<file path="config.mk">
export PLATFORM = sky130hd
export DESIGN_NAME = hazard_forward_unit
export DESIGN_NICKNAME = d
export VERILOG_FILES = /design/src/rtl/hazard_pkg.sv /design/src/rtl/forward_mux3.sv /design/src/rtl/hazard_forward_unit.sv
export SDC_FILE = /design/constraint.sdc
export NUM_CORES = 1
export LEC_CHECK = 0
export ABC_AREA = 0
export CAP_MARGIN = 10
export CORE_MARGIN = 2
export CORE_UTILIZATION = 50
export DETAILED_ROUTE_END_ITERATION = 7
export DONT_BUFFER_PORTS = 1
export GPL_TIMING_DRIVEN = 0
export REMOVE_ABC_BUFFERS = 1
export SLEW_MARGIN = 30
export SYNTH_ARGS = -nofsm -noshare
export SYNTH_HDL_FRONTEND = slang
export SYNTH_HIERARCHICAL = 1
export SYNTH_SLANG_ARGS = --single-unit
export TNS_END_PERCENT = 100
</file>
<file path="constraint.sdc">
create_clock -name clk -period 6.2 [get_ports clk]
set_clock_uncertainty 0.05 [all_clocks]
set_input_delay 1.24 -clock clk [delete_from_list [all_inputs] [get_ports clk]]
set_output_delay 1.24 -clock clk [all_outputs]
set_load 0.05 [all_outputs]
</file>
<file path="src/rtl/hazard_pkg.sv">
// Shared types and constants for the E-stage hazard/forwarding unit.
// Forward select codes, hazard FSM states and the x0 register constant.
package hazard_pkg;

    typedef enum logic [1:0] {
        FWD_RF = 2'b00,
        FWD_W  = 2'b01,
        FWD_M  = 2'b10
    } fwd_sel_e;

    typedef enum logic [1:0] {
        IDLE    = 2'b00,
        LDSTALL = 2'b01,
        MCWAIT  = 2'b10
    } hz_state_e;

    localparam int unsigned REG_ZERO = 0;

    // Width of the load-use stall down-counter (covers LOAD_STALL_CYC up to 3).
    localparam int unsigned LDCNT_W = 2;

    // M-stage hit outranks W-stage hit, so the code 2'b11 is never produced.
    function automatic fwd_sel_e pick_source(input logic hit_m, input logic hit_w);
        fwd_sel_e sel;
        if (hit_m) begin
            sel = FWD_M;
        end else if (hit_w) begin
            sel = FWD_W;
        end else begin
            sel = FWD_RF;
        end
        return sel;
    endfunction

endpackage

</file>
<file path="src/rtl/forward_mux3.sv">
// Combinational 3:1 operand mux for E-stage forwarding.
// Selects register-file, W-stage or M-stage value by forward code.
module forward_mux3
    import hazard_pkg::*;
#(
    parameter int XLEN = 32
) (
    input  fwd_sel_e        sel,
    input  logic [XLEN-1:0] rf_val,
    input  logic [XLEN-1:0] w_val,
    input  logic [XLEN-1:0] m_val,
    output logic [XLEN-1:0] y
);

    always_comb begin
        y = rf_val;
        case (sel)
            FWD_W:   y = w_val;
            FWD_M:   y = m_val;
            default: y = rf_val;
        endcase
    end

endmodule

</file>
<file path="src/rtl/hazard_forward_unit.sv">
// E-stage forwarding, load-use stall, branch flush and multi-cycle-op stall.
// Optional saturating stall counter enabled by defining HAZARD_PERF_CNT_EN.
module hazard_forward_unit
    import hazard_pkg::*;
#(
    parameter int XLEN           = 32,
    parameter int REG_AW         = 5,
    parameter int LOAD_STALL_CYC = 1,
    parameter int CNT_W          = 16
) (
    input  logic              clk,
    input  logic              rst,
    input  logic [REG_AW-1:0] Rs1D,
    input  logic [REG_AW-1:0] Rs2D,
    input  logic [REG_AW-1:0] Rs1E,
    input  logic [REG_AW-1:0] Rs2E,
    input  logic [REG_AW-1:0] RdE,
    input  logic [REG_AW-1:0] RdM,
    input  logic [REG_AW-1:0] RdW,
    input  logic              RegWriteM,
    input  logic              RegWriteW,
    input  logic              LoadE,
    input  logic              PCSrcE,
    input  logic              MultiStartE,
    input  logic              MultiDoneE,
    input  logic [XLEN-1:0]   RD1E,
    input  logic [XLEN-1:0]   RD2E,
    input  logic [XLEN-1:0]   ALUResultM,
    input  logic [XLEN-1:0]   ResultW,
    output logic [XLEN-1:0]   SrcAE,
    output logic [XLEN-1:0]   SrcBE,
    output logic [1:0]        ForwardAE,
    output logic [1:0]        ForwardBE,
    output logic              StallF,
    output logic              StallD,
    output logic              StallE,
    output logic              FlushD,
    output logic              FlushE
`ifdef HAZARD_PERF_CNT_EN
    ,
    output logic [CNT_W-1:0]  StallCount
`endif
);

    localparam logic [REG_AW-1:0] X0 = REG_AW'(REG_ZERO);

    hz_state_e           state;
    hz_state_e           state_next;
    logic [LDCNT_W-1:0]  cnt;
    logic [LDCNT_W-1:0]  cnt_next;
    logic [XLEN-1:0]     hold_a;
    logic [XLEN-1:0]     hold_b;
    logic                capture;

    logic                hit_m_a;
    logic                hit_w_a;
    logic                hit_m_b;
    logic                hit_w_b;
    fwd_sel_e            fwd_a;
    fwd_sel_e            fwd_b;
    logic [XLEN-1:0]     mux_a;
    logic [XLEN-1:0]     mux_b;
    logic                load_use;

    logic                stall_f;
    logic                stall_d;
    logic                stall_e;
    logic                flush_d;
    logic                flush_e;

    // x0 is hard-wired zero, so a write to it must never be forwarded.
    assign hit_m_a = RegWriteM && (RdM != X0) && (RdM == Rs1E);
    assign hit_w_a = RegWriteW && (RdW != X0) && (RdW == Rs1E);
    assign hit_m_b = RegWriteM && (RdM != X0) && (RdM == Rs2E);
    assign hit_w_b = RegWriteW && (RdW != X0) && (RdW == Rs2E);

    assign fwd_a = pick_source(hit_m_a, hit_w_a);
    assign fwd_b = pick_source(hit_m_b, hit_w_b);

    assign ForwardAE = fwd_a;
    assign ForwardBE = fwd_b;

    forward_mux3 #(.XLEN(XLEN)) u_mux_a (
        .sel    (fwd_a),
        .rf_val (RD1E),
        .w_val  (ResultW),
        .m_val  (ALUResultM),
        .y      (mux_a)
    );

    forward_mux3 #(.XLEN(XLEN)) u_mux_b (
        .sel    (fwd_b),
        .rf_val (RD2E),
        .w_val  (ResultW),
        .m_val  (ALUResultM),
        .y      (mux_b)
    );

    // M/W sources retire while E waits, so the operands captured at issue are replayed.
    assign SrcAE = (state == MCWAIT) ? hold_a : mux_a;
    assign SrcBE = (state == MCWAIT) ? hold_b : mux_b;

    assign load_use = LoadE && (RdE != X0) && ((RdE == Rs1D) || (RdE == Rs2D));

    always_ff @(posedge clk or posedge rst) begin
        if (rst) begin
            state  <= IDLE;
            cnt    <= '0;
            hold_a <= '0;
            hold_b <= '0;
        end else begin
            state <= state_next;
            cnt   <= cnt_next;
            if (capture) begin
                hold_a <= mux_a;
                hold_b <= mux_b;
            end
        end
    end

    // A taken branch outranks a load-use hazard: the hazard's consumer is being flushed anyway.
    always_comb begin
        state_next = state;
        cnt_next   = cnt;
        capture    = 1'b0;
        stall_f    = 1'b0;
        stall_d    = 1'b0;
        stall_e    = 1'b0;
        flush_d    = 1'b0;
        flush_e    = 1'b0;
        if (!rst) begin
            case (state)
                IDLE: begin
                    if (PCSrcE) begin
                        flush_d = 1'b1;
                        flush_e = 1'b1;
                    end else if (load_use) begin
                        stall_f = 1'b1;
                        stall_d = 1'b1;
                        flush_e = 1'b1;
                        if (LOAD_STALL_CYC > 1) begin
                            state_next = LDSTALL;
                            cnt_next   = LDCNT_W'(LOAD_STALL_CYC - 1);
                        end
                    end else if (MultiStartE && !MultiDoneE) begin
                        state_next = MCWAIT;
                        capture    = 1'b1;
                    end
                end
                LDSTALL: begin
                    stall_f  = 1'b1;
                    stall_d  = 1'b1;
                    flush_e  = 1'b1;
                    cnt_next = cnt - LDCNT_W'(1);
                    if (cnt == LDCNT_W'(1)) begin
                        state_next = IDLE;
                    end
                end
                MCWAIT: begin
                    stall_f = 1'b1;
                    stall_d = 1'b1;
                    stall_e = 1'b1;
                    if (MultiDoneE) begin
                        state_next = IDLE;
                    end
                end
                default: begin
                    state_next = IDLE;
                    cnt_next   = '0;
                end
            endcase
        end
    end

    assign StallF = stall_f;
    assign StallD = stall_d;
    assign StallE = stall_e;
    assign FlushD = flush_d;
    assign FlushE = flush_e;

`ifdef HAZARD_PERF_CNT_EN
    logic [CNT_W-1:0] stall_count;

    always_ff @(posedge clk or posedge rst) begin
        if (rst) begin
            stall_count <= '0;
        end else if (stall_f && (stall_count != {CNT_W{1'b1}})) begin
            stall_count <= stall_count + CNT_W'(1);
        end
    end

    assign StallCount = stall_count;
`else
    logic [CNT_W-1:0] unused_cnt_w;
    assign unused_cnt_w = '0;
`endif

endmodule

</file>
==> flow_summary.toml <==
[timing]
hold_viol_final = 0
fmax_mhz = 172
worst_pin_slew_ns = 0.969
drv_slew = 0
holdWs_ns = 0.453
setup_viol = 0
rsz0062_at_grt = "no"
fin_crit_ns = 5.82
slew_headroom_pct = 35.2
fin_crit_sh_pct = 93.9

[critical_path]
cp_data_required_time_ns = 4.91
ff2ff_path_depth = 9
path_class = "input port to output port"
path_max_fanout = 32
path_depth = 10
worstPathCellList = "or4_1 > o21ai_0 > nor4_2 > buf_6 > nor4_2 > buf_1 > ha_2 > a22oi_1 > o21ai_1 > mux2_2"
max_stage_delay_ns = 0.75
cp.buffers_inverters = 2
rr_startpoint = "state[1]"
cpMostUsedCell = "nor4_2"
cpLargestDelayFamily = "simple AND/OR/NAND/NOR gates"
rrSetupSlack_ns = 3.37
r2r_end = "hold_b[7]"
arrival_ns = 4.53
cp-end-kind = "output port"
crit_slowest_cell = "ha_2"
worstSetupStartpointType = "input port"

[die]
ioPinCount = 244
die-area_um2 = 11000
die_w_um = 105
initial_core_util_pct = 51.8
core_area_um2 = 9820
die_height_um = 105
rows = 36

[grt]
grt_pass1_vias = 4151
antenna_found_initial = 0
grt_pass1_wl_um = 20500
overflow = 0
globalRouteTotalUtil_pct = 23.4
grt_max_degree = 65

[synthesis]
postSynthCellCount = 496
synthMuxAreaShare_pct = 31.9
synth_top_family_by_area = "multiplexers"
synthAdderAreaFrac_pct = 0.983
syn_area_um2 = 5090
yosysSeqAreaShare_pct = 31.9
synth-compound-area-share_pct = 16.9
synth-xor-area-share_pct = 5.16
yosys_warnings = 6
avgSynthCellArea_um2 = 10.3
ys_types = 25
synth_simple_gate_area_share_pct = 6.96
ys_ff_latch = 65

[place]
dp.final_hpwl_um = 9040
portBuffers = 0
dp_cells = 610
gp_congestion = 0.892
post_dp_cell_area_um2 = 5240

[finish]
drive_above_1_share_pct = 35.6
regArea_um2 = 1630
final_nets = 663
multiInputGateArea_um2 = 3220
fin_util_pct = 55.5
diodes = 0
design_area_um2 = 5450
area_growth_pct = 7.05
filler_cell_count = 890
stdcell_count = 625

[cts]
cts_root_buf = "clkbuf_8"
clk-insertion-delay-late_ns = 0.33
cts.clk_slew.worst_paths_ns = 0.07
post-cts-setup-buffers = 0
cts.hold.buffers_added = 0
cts_buffers = 9
cts_tree = "yes"
cts_sinks = 65
cts_buffer_depth = 2
cts_resized = 0
htree_levels = 3

[outcome]
status = "completed"

[route]
wl_per_cell_um = 20.6
drcViolationCount = 0
vias_per_cell = 6.27
route.vias.total = 3919
routed_wl_um = 12900
ant_nets = 0
drt_iter0_markers = 239
drtPass1Iterations = 5

[min_path]
hp-class = "flop to flop"
min-delay-start = "hold_a[16]"
min_to = "hold_a[16]"
holdPathStages = 1

[job]
max-cap-violations = 0

[pwr]
vdd_drop_max_v = 0.000206
leakage_nw = 2.31
p_total_mw = 2.64
power_density_nw_per_um2 = 484
## flip-flops by register name, indices dropped and copies added (netlist names)
register / count
hold_a: 32
state: 1
hold_b: 32
## worst max path at each step
stage,start,end,slack [ns]
floorplan,RdM[1],SrcAE[29],-1.15
global placement,RdE[3],state[1],-2.50
detailed placement,RdM[1],SrcAE[27],0.43
CTS,RdM[1],SrcAE[27],0.43
global route,RdM[1],SrcAE[14],0.21
finish,RdM[1],SrcBE[12],0.38
## placed cells by master, fill, tap and decap left out, drive strengths merged
cell type / netlist / routed
nor4: 5 / 5
or4: 5 / 5
ha: 4 / 4
nor2: 5 / 5
bufinv: 0 / 2
nand2: 64 / 64
nor3: 2 / 2
inv: 6 / 6
o211a: 1 / 1
o211ai: 1 / 1
o21ai: 67 / 67
mux2: 128 / 128
a22oi: 66 / 66
clkbuf: 7 / 12
dfrtp: 65 / 65
xnor2: 6 / 6
buf: 36 / 24
clkinv: 0 / 1
nand3: 2 / 2
and3: 1 / 1
o31a: 1 / 1
xor2: 24 / 24
## kinds of logic (layout without fill, tap and decap cells)
group	Yosys count	in the layout
mux	128	128
simple gates	84	84
buf+inv	49	45
fa+ha+maj	4	4
flops	65	65
xor+xnor	30	30
compound gates	136	136
## worst reg2reg max path, delay by kind of cell, from the launching register on
family / cells / cell delay, ns
buf+inv: 6 / 1.14
mux: 1 / 0.30
flops: 1 / 0.64
compound gates: 1 / 0.28
simple gates: 1 / 0.32
## report_power, final
group	internal (mW)	total, mW	switching, mW
clock	0.235	0.392	0.157
sequential	0.638	0.775	0.137
combinational	0.507	1.47	0.962
## final cells by class
| cell class | instances | share of cell area (%) |
|---|---|---|
| Timing Repair Buffer | 24 | 3.72 |
| Inverter | 6 | 0.459 |
| Multi-Input combinational cell | 382 | 59.0 |
| Clock buffer | 12 | 2.66 |
| Sequential cell | 65 | 29.9 |
| Clock inverter | 3 | 1.19 |
| Tap cell | 133 | 3.05 |
## cells in the mapped netlist
master / number / share of area (%)
buf_4: 3 / 0.44
o31a_1: 1 / 0.17
nand3_1: 2 / 0.20
nor3_1: 2 / 0.20
xnor2_1: 6 / 1.0
ha_1: 4 / 0.98
nor4_1: 5 / 0.61
o211a_1: 1 / 0.20
buf_6: 12 / 2.7
dfrtp_1: 65 / 32
and3_1: 1 / 0.12
mux2_4: 49 / 14
xor2_1: 24 / 4.1
o21ai_1: 60 / 5.9
o21ai_0: 6 / 0.59
nor2_1: 5 / 0.37
o21ai_2: 1 / 0.17
a22oi_1: 66 / 9.7
nand2_1: 64 / 4.7
mux2_2: 79 / 17
inv_1: 6 / 0.44
o211ai_1: 1 / 0.15
buf_2: 21 / 2.1
clkbuf_1: 7 / 0.52
or4_1: 5 / 0.74
## through the flow
step	setup WS [ns]	setup TNS [ns]
2_1_floorplan	-1.15	-114.02
3_3_place_gp	-2.50	-270.41
3_5_place_dp	0.434	0
4_1_cts	0.428	0
5_1_grt	0.211	0
6_report	0.378	0
## per-layer routing
metal / wire length, um / global-route usage (%) / part of all wire [%] / up-vias
li1: - / - / - / 1806
met3: 977 / 4.80 / 7.6 / 29
met2: 6130 / 38.4 / 48 / 214
met4: 349 / 10.3 / 2.7 / 0
met5: 0 / 0 / 0 / -
met1: 5440 / 29.9 / 42 / 1870
No activity file was read; power rests on OpenSTA's default activity.
